===== src/rtl/pc_fetch.sv =====
// pc_fetch: program-counter fetch sequencer.
// Holds the fetch PC, steps it by 4 on each accepted handshake, reloads it on a
// branch/jump redirect, and counts accepted fetches for debug.
// Optional feature macro: PC_ALIGN_CHECK_EN
//   defined   -> a misaligned redirect target loads TRAP_VECTOR and raises a
//                one-cycle misalign pulse (misalign port present).
//   undefined -> target[1:0] is cleared on load, no misalign port.

module pc_fetch #(
  parameter int          N            = 32,
  parameter logic [N-1:0] RESET_VECTOR = 32'h0000_0000
`ifdef PC_ALIGN_CHECK_EN
  ,
  parameter logic [N-1:0] TRAP_VECTOR  = 32'h0000_0080
`endif
) (
  input  logic         clock,
  input  logic         reset,
  input  logic         enable,
  input  logic         stall,
  input  logic         redirect,
  input  logic [N-1:0] target,
  input  logic         ready,
  output logic [N-1:0] pc_out,
  output logic [N-1:0] pc_plus4,
  output logic         valid,
  output logic [N-1:0] fetch_count
`ifdef PC_ALIGN_CHECK_EN
  ,
  output logic         misalign
`endif
);

  // Sequencer states: valid is high only in ST_FETCH.
  localparam logic [1:0] ST_IDLE   = 2'd0;
  localparam logic [1:0] ST_FETCH  = 2'd1;
  localparam logic [1:0] ST_BUBBLE = 2'd2;

  localparam logic [N-1:0] PC_STEP    = {{(N-3){1'b0}}, 3'b100};
  localparam logic [N-1:0] COUNT_STEP = {{(N-1){1'b0}}, 1'b1};
  localparam logic [N-1:0] ALIGN_MASK = ~{{(N-2){1'b0}}, 2'b11};

  // True when the low two address bits would make a non-word fetch.
  function automatic logic is_misaligned(input logic [N-1:0] addr);
    return (addr[1:0] != 2'b00);
  endfunction

  // Address actually loaded into the PC for a redirect to addr.
  function automatic logic [N-1:0] redirect_address(input logic [N-1:0] addr);
`ifdef PC_ALIGN_CHECK_EN
    if (is_misaligned(addr)) begin
      return TRAP_VECTOR;
    end else begin
      return addr & ALIGN_MASK;
    end
`else
    return addr & ALIGN_MASK;
`endif
  endfunction

  logic [1:0]   state_r;
  logic [N-1:0] pc_r;
  logic         valid_r;
  logic [N-1:0] count_r;

  logic [1:0]   next_state_s;
  logic [N-1:0] next_pc_s;
  logic         next_valid_s;
  logic [N-1:0] next_count_s;
  logic         accept_s;
  logic [N-1:0] load_pc_s;

`ifdef PC_ALIGN_CHECK_EN
  logic         misalign_r;
  logic         next_misalign_s;
`endif

  // Handshake completes only when the request is live and downstream is not stalled.
  assign accept_s  = valid_r & ready & ~stall;
  assign load_pc_s = redirect_address(target);

  // Next-state, next-PC and next-count selection.
  always_comb begin
    next_state_s = state_r;
    next_pc_s    = pc_r;
    if (accept_s) begin
      next_count_s = count_r + COUNT_STEP;
    end else begin
      next_count_s = count_r;
    end
    case (state_r)
      ST_IDLE: begin
        if (redirect) begin
          next_pc_s    = load_pc_s;
          next_state_s = ST_IDLE;
        end else if (enable) begin
          next_state_s = ST_FETCH;
        end else begin
          next_state_s = ST_IDLE;
        end
      end
      ST_FETCH: begin
        // Redirect wins over disable, which wins over the PC step.
        if (redirect) begin
          next_pc_s    = load_pc_s;
          next_state_s = ST_BUBBLE;
        end else if (!enable) begin
          next_state_s = ST_IDLE;
        end else if (accept_s) begin
          next_pc_s    = pc_r + PC_STEP;
          next_state_s = ST_FETCH;
        end else begin
          next_pc_s    = pc_r;
          next_state_s = ST_FETCH;
        end
      end
      ST_BUBBLE: begin
        // A further redirect replaces the pending target and keeps the bubble.
        if (redirect) begin
          next_pc_s    = load_pc_s;
          next_state_s = ST_BUBBLE;
        end else if (enable) begin
          next_state_s = ST_FETCH;
        end else begin
          next_state_s = ST_IDLE;
        end
      end
      default: begin
        next_state_s = ST_IDLE;
        next_pc_s    = pc_r;
      end
    endcase
    next_valid_s = (next_state_s == ST_FETCH);
  end

`ifdef PC_ALIGN_CHECK_EN
  // Any redirect to a misaligned target produces a trap pulse on the next cycle.
  always_comb begin
    if (redirect) begin
      next_misalign_s = is_misaligned(target);
    end else begin
      next_misalign_s = 1'b0;
    end
  end
`endif

  // Sequencer registers with synchronous reset.
  always_ff @(posedge clock) begin
    if (reset) begin
      state_r <= ST_IDLE;
      pc_r    <= RESET_VECTOR;
      valid_r <= 1'b0;
      count_r <= {N{1'b0}};
    end else begin
      state_r <= next_state_s;
      pc_r    <= next_pc_s;
      valid_r <= next_valid_s;
      count_r <= next_count_s;
    end
  end

`ifdef PC_ALIGN_CHECK_EN
  // Trap pulse register.
  always_ff @(posedge clock) begin
    if (reset) begin
      misalign_r <= 1'b0;
    end else begin
      misalign_r <= next_misalign_s;
    end
  end

  assign misalign = misalign_r;
`endif

  assign pc_out      = pc_r;
  assign valid       = valid_r;
  assign fetch_count = count_r;
  assign pc_plus4    = pc_r + PC_STEP;

  pc_fetch_checker #(.N(N)) u_checker (
    .clock    (clock),
    .reset    (reset),
    .enable   (enable),
    .stall    (stall),
    .redirect (redirect),
    .ready    (ready),
    .valid    (valid_r),
    .pc_out   (pc_r)
  );

endmodule

// pc_fetch_checker: protocol properties of the fetch request.
module pc_fetch_checker #(
  parameter int N = 32
) (
  input logic         clock,
  input logic         reset,
  input logic         enable,
  input logic         stall,
  input logic         redirect,
  input logic         ready,
  input logic         valid,
  input logic [N-1:0] pc_out
);

  // A live request that is not accepted, redirected or dropped keeps its address.
  property p_hold_pc;
    @(posedge clock) disable iff (reset)
      (valid && !(ready && !stall) && !redirect && enable) |=> $stable(pc_out);
  endproperty
  a_hold_pc: assert property (p_hold_pc);

  // The fetch address is always word aligned when presented as live.
  property p_aligned;
    @(posedge clock) disable iff (reset) valid |-> (pc_out[1:0] == 2'b00);
  endproperty
  a_aligned: assert property (p_aligned);

endmodule

===== config.mk =====
export PLATFORM = sky130hd
export DESIGN_NAME = pc_fetch
export DESIGN_NICKNAME = d
export VERILOG_FILES = /design/src/rtl/pc_fetch.sv
export SDC_FILE = /design/constraint.sdc
export NUM_CORES = 1
export LEC_CHECK = 0
export CAP_MARGIN = 0
export CORE_ASPECT_RATIO = 0.75
export CORE_MARGIN = 5
export CORE_UTILIZATION = 46
export CTS_CLUSTER_DIAMETER = 50
export DETAILED_ROUTE_END_ITERATION = 10
export PLACE_DENSITY_LB_ADDON = 0.12
export SLEW_MARGIN = 20
export SYNTH_ARGS = -nofsm -noshare
export SYNTH_HDL_FRONTEND = slang
export SYNTH_HIERARCHICAL = 1
export SYNTH_SLANG_ARGS = --single-unit

===== constraint.sdc =====
create_clock -name clock -period 2.3 [get_ports clock]
set_input_delay 0.575 -clock clock [delete_from_list [all_inputs] [get_ports clock]]
set_output_delay 0.575 -clock clock [all_outputs]
set_load 0.05 [all_outputs]

==> impl_metrics.ini <==
[sta]
finClkSkew_ns = 0.00454
max_clock_freq_mhz = 376
fin_ws_ns = -0.359
finalCritPeriodShare_pct = 116
setup_violations = 33
relSlewSlack_pct = 61.8
slew_viol_final = 0
final.min_clock_period_ns = 2.66
finalHoldViolCount = 0
grt_setup_unrepaired = true
timing.hold.ws_ns = 0.511
worstMarginPinSlew_ns = 0.571

[logic_synthesis]
synthArstFlopShare_pct = 0
ys_ff_latch = 65
synth_ff_type = dfxtp_1
ys_warn_count = 6
synth_edf_count = 0
syn_avg_cell_area_sq_um = 7.97
synth_cells = 503
syn_area_sq_um = 4010
yosysSeqAreaShare_pct = 32.5
yosysUniqueCellTypes = 63

[floorplan]
start_util_pct = 47.2
io_pins = 135
coreArea_sq_um = 8490
fp.dieArea_sq_um = 10700
row_count = 29
die_w_um = 118
die-height_um = 90.8

[cts]
clk_pin_slew_ns = 0.06
cts_buffers = 9
cts_buffer_depth = 2
htreeDepth = 3
insertion_delay_ns = 0.34
cts_hold_buf = 0
numClockSinks = 65
root_buffer = clkbuf_16
cts_tree = built

[worst_setup_path]
crit_arrival_ns = 2.08
reg2reg_depth = 9
rrSetupSlack_ns = -0.07
path_class = reg2out
crit_required_ns = 1.73
crit_path_end_kind = primary output
cp-start-kind = flop
worst-path-max-fanout = 5

[place]
place.gp.congestion = 0.871
post-dp-hpwl_um = 10500
io_buffers = 128
dp_cells = 782
place_ws_ns = -0.341

[global_route]
antenna_found_initial = 0
grt_use_total_pct = 28.9
grt_max_degree = 33
grt_pass1_vias = 4950
grt_first_pass_wirelength_um = 25500
grt.overflow.total = 0

[final_layout]
antenna_cells = 0
finalNonFillerCells = 835
mostFrequentLayoutCell = buf_4
n_fill_cell = 404
layout.nets = 767
layout_common_cells = 101 x buf_4, 88 x clkdlybuf4s50_1, 52 x nand2_1, 39 x nor2_1, 39 x dfxtp_1
post-route-util_pct = 88.0
drive_gt1_share_pct = 35.2
area_growth_pct = 86.4

[status]
violations = negative setup slack
status = complete, but fails checks

[worst_hold_path]
hp-class = reg2reg
whs_path_depth = 2

[power]
clkPwrFrac_pct = 36.9
leakagePower_nw = 3.12
peakVddDrop_v = 0.000419
netSwitchingFraction_pct = 33.0
cell_internal_pwr_mw = 2.48
seqPwrFrac_pct = 32.9
comb_power_share_pct = 30.2
p_switching_mw = 1.22
power-per-cell-area_nw_per_um2 = 496

[route]
routed_wl_um = 18400
dr.pass1.iters = 7
drcViolationCount = 0
drtAntennaViolNets = 0
drt_iter0_markers = 637
viasPerCell = 6.34
vias = 5297
wl_per_cell_um = 22.0

[flow_run]
max-cap-violations = 0
registers in the layout, indices dropped and copies added, names as in the netlist:
| register | count |
|---|---|
| fetch_count | 32 |
| pc_out | 30 |
| state_r | 2 |
| valid | 1 |
power groups by stage:
| stage | Combinational [mW] | Clock, mW | Sequential, mW |
|---|---|---|---|
| after floorplan | 0.414 | 0 | 1.41 |
| after global placement | 1.02 | 0 | 1.23 |
| after detailed placement | 1.04 | 0 | 1.23 |
| after CTS | 1.06 | 1.33 | 1.21 |
| after global routing | 1.16 | 1.41 | 1.22 |
| final | 1.12 | 1.37 | 1.22 |
critical path, stage by stage, from the launching register on:
cell and delay (ns):
dfxtp_4 0.36, and4_4 0.25, nand4_4 0.16, buf_6 0.18
nor4_4 0.28, buf_4 0.20, xor2_4 0.17, buf_12 0.15
cells by family after synthesis:
| group | after synthesis | share of synthesized area, % |
|---|---|---|
| buffers and inverters | 51 | 5.62 |
| multiplexers | 3 | 0.812 |
| flip-flops | 65 | 32.5 |
| AND/OR/NAND/NOR | 225 | 30.9 |
| adder cells (fa/ha/maj) | 6 | 1.87 |
| AO/OA/AOI/OAI | 100 | 16.9 |
| XOR/XNOR | 52 | 11.4 |
| other | 1 | 0.0936 |
what timing repair did:
| item | CTS | global route |
|---|---|---|
| setup endpoints to repair | 23 | 59 |
| resized for setup | 24 | 32 |
| hold endpoints to repair | 0 | 0 |
| pin swaps | 29 | 28 |
| buffers inserted | 25 | 14 |
synth_stat cells (5+ instances only):
cell,number,area (sq um)
o31ai_1,10,75.1
nand4_1,12,75.1
and3_1,6,37.5
nand3_1,30,150
buf_2,9,45.0
or3_1,11,68.8
nor3_1,17,85.1
xor2_1,14,123
and4_1,11,96.3
nand2_1,57,214
dfxtp_1,65,1300
xnor2_1,38,333
nor2_1,42,158
a31oi_1,15,93.8
inv_1,13,48.8
a21oi_1,24,120
ha_1,6,75.1
a32o_1,5,50.1
o21ai_0,19,95.1
clkbuf_1,20,75.1
and2_1,8,50.1
routing by layer:
layer  GRT usage [%]  share of wire, %  up-vias
li1                -                 -     2249
met1            35.8                38     2490
met2            47.6                47      446
met3            7.20                10      112
met4            12.7               5.5        0
met5               0                 0        -
cell type report:
cell class / instances / area, sq um / area share [%]
Inverter: 14 / 52.6 / 0.703
Clock buffer: 13 / 282 / 3.77
Clock inverter: 2 / 10.0 / 0.134
Timing Repair Buffer: 243 / 2510 / 33.5
Multi-Input combinational cell: 390 / 3110 / 41.6
Tap cell: 108 / 135 / 1.81
Sequential cell: 65 / 1380 / 18.5
per-stage QoR:
step | instance area (sq um) | setup TNS, ns | total power [mW]
2_1_floorplan | 4580 | -1.14 | 1.82
6_report | 7470 | -5.95 | 3.71
3_3_place_gp | 6620 | -4.77 | 2.26
3_5_place_dp | 6620 | -7.41 | 2.27
5_1_grt | 7470 | -8.28 | 3.79
4_1_cts | 7240 | -4.52 | 3.61
worst paths after layout:
check / start / endpoint
setup / recovery: pc_out[16]$_SDFFE_PP0P_ / pc_plus4[30]
hold / removal: fetch_count[31]$_SDFFE_PP0P_ / fetch_count[31]$_SDFFE_PP0P_
setup reg to reg: state_r[1]$_SDFF_PP0_ / pc_out[12]$_SDFFE_PP0P_
hold reg to reg: fetch_count[31]$_SDFFE_PP0P_ / fetch_count[31]$_SDFFE_PP0P_
Note: power is estimated with default switching activity, not from simulation.
